**src/rtl/viterbi_pkg.sv**
```systemverilog
`default_nettype none
// ============================================================================
// Package  : viterbi_pkg
// Purpose  : shared FSM encoding and code-trellis helpers for the Viterbi decoder
// Revision : 1.0
// ============================================================================
package viterbi_pkg;

  localparam int c_MAXR = 16;
  localparam int c_MAXG = 64;

  typedef enum logic [2:0] {
    S_IDLE   = 3'd0,
    S_ACS    = 3'd1,
    S_FIND   = 3'd2,
    S_TRACE  = 3'd3,
    S_OUTPUT = 3'd4
  } state_t;

  function automatic int num_states(input int k);
    return 1 << (k - 1);
  endfunction

  function automatic logic parity(input logic [c_MAXG-1:0] v);
    return ^v;
  endfunction

  // Encoder output for input u leaving state s; bit r-1 carries g0.
  function automatic logic [c_MAXR-1:0] expected_sym(input logic [c_MAXG-1:0] gens,
                                                     input int r, input int k,
                                                     input logic u, input int s);
    logic [c_MAXG-1:0] mask;
    logic [c_MAXG-1:0] reg_v;
    logic [c_MAXG-1:0] g;
    logic [c_MAXR-1:0] e;
    e     = '0;
    mask  = (c_MAXG'(1) << k) - c_MAXG'(1);
    reg_v = ((c_MAXG'(u) << (k - 1)) | c_MAXG'(s)) & mask;
    for (int j = 0; j < r; j++) begin
      g = (gens >> ((r - 1 - j) * k)) & mask;
      e[r-1-j] = parity(g & reg_v);
    end
    return e;
  endfunction

  function automatic int hamming(input logic [c_MAXR-1:0] a, input logic [c_MAXR-1:0] b);
    logic [c_MAXR-1:0] x;
    int d;
    x = a ^ b;
    d = 0;
    for (int i = 0; i < c_MAXR; i++) begin
      if (x[i]) d++;
    end
    return d;
  endfunction

endpackage
`default_nettype wire

```
**src/rtl/viterbi_acs_unit.sv**
```systemverilog
`default_nettype none
// ============================================================================
// Module   : viterbi_acs_unit
// Purpose  : combinational add-compare-select across every trellis state
// Revision : 1.0
// ============================================================================
module viterbi_acs_unit
  import viterbi_pkg::*;
#(
  parameter int             R    = 2,
  parameter int             K    = 3,
  parameter logic [R*K-1:0] GENS = 6'b111_101,
  parameter int             MW   = 8
) (
  input  logic [(1<<(K-1))*MW-1:0] i_pm,
  input  logic [R-1:0]             i_sym,
  output logic [(1<<(K-1))*MW-1:0] o_pm,
  output logic [(1<<(K-1))-1:0]    o_dec
);

  localparam int c_NS = num_states(K);
  localparam int c_CW = MW + 1;

  for (genvar s = 0; s < c_NS; s++) begin : g_state
    localparam int             c_P0 = (s << 1) % c_NS;
    localparam int             c_P1 = c_P0 + 1;
    localparam logic           c_U  = ((s >> (K - 2)) & 1) != 0;
    localparam logic [R-1:0]   c_E0 = R'(expected_sym(c_MAXG'(GENS), R, K, c_U, c_P0));
    localparam logic [R-1:0]   c_E1 = R'(expected_sym(c_MAXG'(GENS), R, K, c_U, c_P1));

    logic [c_CW-1:0] w_sum0, w_sum1;
    logic [MW-1:0]   w_c0, w_c1;

    assign w_sum0 = {1'b0, i_pm[c_P0*MW +: MW]} + c_CW'(hamming(c_MAXR'(i_sym), c_MAXR'(c_E0)));
    assign w_sum1 = {1'b0, i_pm[c_P1*MW +: MW]} + c_CW'(hamming(c_MAXR'(i_sym), c_MAXR'(c_E1)));
    // Saturate rather than wrap so unreachable states never look cheap.
    assign w_c0 = w_sum0[MW] ? {MW{1'b1}} : w_sum0[MW-1:0];
    assign w_c1 = w_sum1[MW] ? {MW{1'b1}} : w_sum1[MW-1:0];

    assign o_dec[s]           = (w_c1 < w_c0);
    assign o_pm[s*MW +: MW]   = (w_c1 < w_c0) ? w_c1 : w_c0;
  end

endmodule
`default_nettype wire

```
**src/rtl/viterbi_stream_dec.sv**
```systemverilog
`default_nettype none
// ============================================================================
// Module   : viterbi_stream_dec
// Purpose  : streaming frame-based hard-decision Viterbi decoder, rate 1/R
// Revision : 1.0
// ============================================================================
module viterbi_stream_dec
  import viterbi_pkg::*;
#(
  parameter int             R      = 2,
  parameter int             K      = 3,
  parameter logic [R*K-1:0] GENS   = 6'b111_101,
  parameter int             MAXLEN = 32,
  parameter int             MW     = 8,
  parameter int             TERM   = 1
) (
  input  logic          clk,
  input  logic          rst,
  input  logic          sym_valid,
  output logic          sym_ready,
  input  logic [R-1:0]  sym_data,
  input  logic          sym_last,
  output logic          out_valid,
  input  logic          out_ready,
  output logic          out_bit,
  output logic          out_last,
  output logic [MW-1:0] out_metric,
  output logic          busy
);

  localparam int c_NS   = num_states(K);
  localparam int c_SW   = K - 1;
  localparam int c_NW   = $clog2(MAXLEN + 1);
  localparam int c_RW   = (MAXLEN > 1) ? $clog2(MAXLEN) : 1;
  localparam int c_DROP = (TERM != 0) ? K - 1 : 0;
  localparam logic [c_NS*MW-1:0] c_PM_INIT = {{((c_NS-1)*MW){1'b1}}, {MW{1'b0}}};

  state_t                r_state, w_state_nxt;
  logic                  r_alive;
  logic [c_NS*MW-1:0]    r_pm, w_pm_src, w_pm_acs;
  logic [c_NS-1:0]       w_dec;
  logic [c_NS-1:0]       r_ram [MAXLEN];
  logic [MAXLEN-1:0]     r_buf;
  logic [c_NW-1:0]       r_n, w_n_inc;
  logic [c_RW-1:0]       r_row, r_out_idx, w_wr_row, w_last_idx;
  logic [c_SW-1:0]       r_scan, r_best_s, r_tb, w_best_s, w_tb_nxt;
  logic [MW-1:0]         r_best_pm, r_metric, w_scan_pm, w_best_pm;
  logic [c_NS-1:0]       w_tb_row;
  logic                  w_accept, w_take;

  // A fresh frame always starts from the reset metrics, not the previous frame's.
  assign w_pm_src = (r_state == S_IDLE) ? c_PM_INIT : r_pm;

  viterbi_acs_unit #(
    .R    (R),
    .K    (K),
    .GENS (GENS),
    .MW   (MW)
  ) u_acs (
    .i_pm  (w_pm_src),
    .i_sym (sym_data),
    .o_pm  (w_pm_acs),
    .o_dec (w_dec)
  );

  assign sym_ready  = r_alive && ((r_state == S_IDLE) || (r_state == S_ACS));
  assign w_accept   = sym_valid && sym_ready;
  assign w_n_inc    = r_n + 1'b1;
  assign w_wr_row   = (r_state == S_IDLE) ? '0 : c_RW'(r_n);
  assign w_last_idx = c_RW'(int'(r_n) - c_DROP - 1);

  assign w_scan_pm = r_pm[r_scan*MW +: MW];
  assign w_take    = (r_scan == '0) || (w_scan_pm < r_best_pm);
  assign w_best_pm = w_take ? w_scan_pm : r_best_pm;
  assign w_best_s  = w_take ? r_scan : r_best_s;

  assign w_tb_row = r_ram[r_row];
  assign w_tb_nxt = c_SW'({r_tb, w_tb_row[r_tb]});

  always_comb begin
    w_state_nxt = r_state;
    unique case (r_state)
      S_IDLE:   if (w_accept) w_state_nxt = (sym_last || MAXLEN == 1) ? S_FIND : S_ACS;
      S_ACS:    if (w_accept && (sym_last || w_n_inc == c_NW'(MAXLEN))) w_state_nxt = S_FIND;
      S_FIND:   if (TERM != 0 || r_scan == c_SW'(c_NS - 1)) w_state_nxt = S_TRACE;
      S_TRACE:  if (r_row == '0) w_state_nxt = (int'(r_n) > c_DROP) ? S_OUTPUT : S_IDLE;
      S_OUTPUT: if (out_ready && out_last) w_state_nxt = S_IDLE;
      default:  w_state_nxt = S_IDLE;
    endcase
  end

  always_ff @(posedge clk or negedge rst) begin
    if (!rst) begin
      r_state   <= S_IDLE;
      r_alive   <= 1'b0;
      r_pm      <= c_PM_INIT;
      r_n       <= '0;
      r_row     <= '0;
      r_out_idx <= '0;
      r_scan    <= '0;
      r_best_s  <= '0;
      r_best_pm <= '0;
      r_tb      <= '0;
      r_metric  <= '0;
      r_buf     <= '0;
    end else begin
      r_alive <= 1'b1;
      r_state <= w_state_nxt;
      r_scan  <= '0;
      unique case (r_state)
        S_IDLE: begin
          if (w_accept) begin
            r_pm <= w_pm_acs;
            r_n  <= c_NW'(1);
          end
        end
        S_ACS: begin
          if (w_accept) begin
            r_pm <= w_pm_acs;
            r_n  <= w_n_inc;
          end
        end
        S_FIND: begin
          r_scan    <= r_scan + 1'b1;
          r_best_pm <= w_best_pm;
          r_best_s  <= w_best_s;
          if (w_state_nxt == S_TRACE) begin
            r_metric <= w_best_pm;
            r_tb     <= w_best_s;
            r_row    <= c_RW'(int'(r_n) - 1);
          end
        end
        S_TRACE: begin
          r_buf[r_row] <= r_tb[c_SW-1];
          r_tb         <= w_tb_nxt;
          r_row        <= r_row - 1'b1;
          r_out_idx    <= '0;
        end
        S_OUTPUT: begin
          if (out_ready) r_out_idx <= r_out_idx + 1'b1;
        end
        default: ;
      endcase
    end
  end

  // Survivor decisions: one NS-bit row per accepted symbol.
  always_ff @(posedge clk) begin
    if (w_accept) r_ram[w_wr_row] <= w_dec;
  end

  assign out_valid  = (r_state == S_OUTPUT);
  assign out_bit    = out_valid && r_buf[r_out_idx];
  assign out_last   = out_valid && (r_out_idx == w_last_idx);
  assign out_metric = r_metric;
  assign busy       = (r_state != S_IDLE);

endmodule
`default_nettype wire

```
**config.mk**
```make
export PLATFORM = sky130hd
export DESIGN_NAME = viterbi_stream_dec
export DESIGN_NICKNAME = d
export VERILOG_FILES = /design/src/rtl/viterbi_pkg.sv /design/src/rtl/viterbi_acs_unit.sv /design/src/rtl/viterbi_stream_dec.sv
export SDC_FILE = /design/constraint.sdc
export NUM_CORES = 1
export LEC_CHECK = 0
export ABC_CLOCK_PERIOD_IN_PS = 6500
export CAP_MARGIN = 15
export CELL_PAD_IN_SITES_DETAIL_PLACEMENT = 0
export CELL_PAD_IN_SITES_GLOBAL_PLACEMENT = 2
export CORE_ASPECT_RATIO = 1.75
export CORE_UTILIZATION = 46
export CTS_BUF_LIST = sky130_fd_sc_hd__clkbuf_8
export DETAILED_ROUTE_END_ITERATION = 6
export DONT_BUFFER_PORTS = 1
export PLACE_DENSITY = 0.81
export SETUP_SLACK_MARGIN = 0.02
export SYNTH_ARGS = -nofsm -noshare
export SYNTH_HDL_FRONTEND = slang
export SYNTH_SLANG_ARGS = --single-unit
```
**constraint.sdc**
```tcl
create_clock -name clk -period 6.5 [get_ports clk]
set_input_delay 0.65 -clock clk [delete_from_list [all_inputs] [get_ports clk]]
set_output_delay 0.65 -clock clk [all_outputs]
set_load 0.02 [all_outputs]
```
==> impl_metrics.json <==
{
  "crit_arrival_ps": 5440,
  "placedInstanceArea_um2": 13800,
  "numClockSinks": 234,
  "endpoint_kind": "flop",
  "rsz0062_at_grt": "no",
  "numCtsBuffers": 38,
  "path_max_fanout": 33,
  "cts_buffer_depth": 3,
  "finalSetupTns_ps": 0,
  "wirelength_met1_um": 13400,
  "fin_crit_sh_pct": 80.8,
  "netlist_area_um2": 13600,
  "synth_ff_type": "edfxtp_1",
  "dieArea_um2": 30300,
  "synth_seq_cells": 234,
  "r2r_slack_ps": 1250,
  "antenna_found_initial": 0,
  "synthSimpleGateAreaFrac_pct": 15.4,
  "core_area_um2": 28800,
  "crit_path_start_kind": "flop",
  "top_layer": "met4",
  "port_buffers": 0,
  "via_per_inst": 6.00,
  "final_antenna_net_count": 0,
  "cts_root_buffer": "clkbuf_8",
  "nNetsFinal": 1271,
  "synthCells": 1223,
  "synth_fa_ha_area_share_pct": 6.33,
  "timing.hold.ws_ps": 1.96,
  "grt_pass1_wl_um": 59500,
  "fp-row-count": 82,
  "ir_drop_uv": 655,
  "drv_cap": 0,
  "syn_nets": 1294,
  "synthMuxAreaShare_pct": 13.1,
  "start_util_pct": 47.2,
  "finalWeightedCongestion": 0.882,
  "dp_hpwl_um": 27600,
  "finalInstanceArea_um2": 14600,
  "drtIter0Drc": 573,
  "ys_seq_area_share_pct": 48.0,
  "report.final.slew_viol_count": 0,
  "io_pins": 20,
  "die_w_um": 132,
  "drive_above_1_share_pct": 16.8,
  "grt_overflow": 0,
  "cts_resized": 0,
  "status": "finished with violations",
  "power_density_nw_per_um2": 557,
  "crit_required_ps": 6690,
  "synth_compound_area_share_pct": 11.8,
  "path_class": "flop to flop",
  "grt_pass1_vias": 10000,
  "leakage_uw": 0.00554,
  "slew-limit-headroom_pct": 29.5,
  "drc": 7,
  "wl_met3_um": 1220,
  "synth-xor-area-share_pct": 1.61,
  "die_height_um": 229,
  "synthArstFlopShare_pct": 45.3,
  "htreeDepth": 2,
  "totalWireLength_um": 38600,
  "finClkSkew_ps": 20.9,
  "via_count": 9643,
  "min_period_ps": 5250,
  "grt_max_degree": 93,
  "synth_top_family_by_area": "simple AND/OR/NAND/NOR gates",
  "diodes": 0,
  "tightestPinTransition_ps": 1050,
  "ys.warnings.count": 0,
  "wl_per_cell_um": 24.0,
  "synth_edf_count": 128,
  "clk_pin_slew_worst_paths_ps": 70,
  "finalHoldViolations": 0,
  "worstSkewPairLatency_ps": 550,
  "synth_cell_type_count": 84,
  "setup_violations": 0,
  "syn_to_final_growth_pct": 7.25,
  "dr.pass1.iters": 7,
  "cts_tree": "built",
  "grt.total_usage_pct": 26.3,
  "fmax_mhz": 190,
  "violations": "design-rule violations",
  "hp-class": "input pin to async pin",
  "wl_met2_um": 22000,
  "postSynthAreaPerCell_um2": 11.1
}
logic make-up (layout without fill, tap and decap cells):
logic type,after synthesis,in the layout
AOI/OAI and AO/OA,231,231
xor gates and xnor gates,25,25
buffers and inverters,115,121
and+or+nand+nor,434,434
DFF,234,234
adders and majority gates,64,64
other,1,1
muxes,119,119
power breakdown:
group	leakage [uW]	total, uW	switching, uW	internal (uW)
Clock	0.000425	1260	601	654
Combinational	0.00269	4000	2540	1470
Sequential	0.00242	2870	493	2370
cell usage in the layout, fill, tap and decap left out, types with 10 or more instances in the layout:
master,Yosys,routed
nand4_1,14,14
nor2_1,109,109
clkinv_2,0,10
xnor2_1,11,11
nor3_1,27,27
mux2i_1,39,39
nand2b_1,23,23
mux2_2,37,37
dfstp_2,24,24
inv_1,34,46
edfxtp_1,128,128
mux4_2,43,43
clkbuf_8,0,40
and2_1,10,11
a21o_1,11,11
dfrtp_1,82,80
nand2_1,135,134
ha_1,56,56
and3_1,11,11
o21ai_0,62,62
a21oi_1,43,43
buf_4,9,14
nand3_1,49,49
xor2_1,14,14
sequential cells by signal, summed over array words and instances (netlist names):
register / cells
out_metric: 8
r_alive: 1
r_best_pm: 8
r_best_s: 2
r_buf: 32
r_n: 6
r_out_idx: 5
r_pm: 32
r_ram: 128
r_row: 5
r_scan: 2
r_state: 3
r_tb: 2
path summary, 6_finish.rpt:
path / start / cells past startpoint / endpoint
setup / recovery: r_state[0] / 15 / r_ram[23][0]
hold / removal: rst / 1 / r_pm[2]
setup reg to reg: r_state[0] / 15 / r_ram[23][0]
hold reg to reg: r_pm[9] / 2 / r_pm[9]
max in group asynchronous: rst / 1 / r_pm[28]
min in group clk: out_ready / 2 / r_out_idx[1]
cells in the mapped netlist, drive strengths merged (3+ instances only):
cell type    n  area [um2]
nand2      136         513
a31oi       10        77.6
buf         39         230
o211ai      10        80.1
o221ai       5        43.8
mux2        37         417
o21ai       70         362
o21bai       4        30.0
nand3b       6        45.0
mux4        43         968
nor3        28         151
dfrtp       82        2050
o2bb2ai      3        26.3
fa           8         160
a22oi        7        52.6
nand4       15         109
o311ai      13         129
or3          8        50.1
nor4         8        71.3
nor3b        7        52.6
o31ai        8        65.1
nor2b        9        56.3
or2          6        40.0
a211o        4        35.0
and3        11        68.8
nand3       49         245
and4         3        26.3
mux2i       39         390
a211oi       8        60.1
ha          56         701
edfxtp     128        3840
a21oi       47         258
xor2        14         123
xnor2       11        96.3
dfstp       24         631
and2        12        75.1
clkbuf      40         150
a311oi       4        35.0
inv         36         138
o22ai        9        56.3
nor2       109         409
a21bo        3        30.0
a21o        11        82.6
nand2b      23         144
per-layer routing:
| metal | GRT usage (%) | vias up |
|---|---|---|
| met4 | 13.7 | 0 |
| met1 | 26.4 | 4812 |
| li1 | - | 4504 |
| met3 | 3.19 | 107 |
| met5 | 0 | - |
| met2 | 51.8 | 220 |
worst max-delay path, stage by stage, from the launching register on:
cell and delay, ps:
dfrtp_1 720, nor3_4 110, inv_4 300, and2_1 180, ha_1 190, inv_1 90, fa_1 470, nor4_2 550
a21oi_1 120, ha_1 320, a21o_1 160, a21o_1 170, a21o_1 180, nor4_1 260, a21oi_2 230, inv_1 790
layout make-up:
cell class	instances	area, um2
fill	2616	14200
multi-input combinational	874	6570
sequential	234	6530
clock buffer	40	551
tap	378	473
clock inverter	29	178
timing repair buffer	16	143
inverter	36	138
per-stage QoR:
stage	utilization (%)	setup WS [ps]	power, uW	cells
2_1_floorplan	-	805	5590	1223
3_3_place_gp	47.9	1430	6840	1536
3_5_place_dp	47.9	1310	6880	1536
4_1_cts	50.6	1290	8170	1607
5_1_grt	50.6	877	8650	1607
6_report	50.6	1250	8130	1607
what timing repair did:
action | CTS | global route
endpoints found under the hold margin | 92 | 0
buffers inserted | 0 | 0
hold buffers | 2 | 0
No activity file was read; power rests on OpenSTA's default activity.
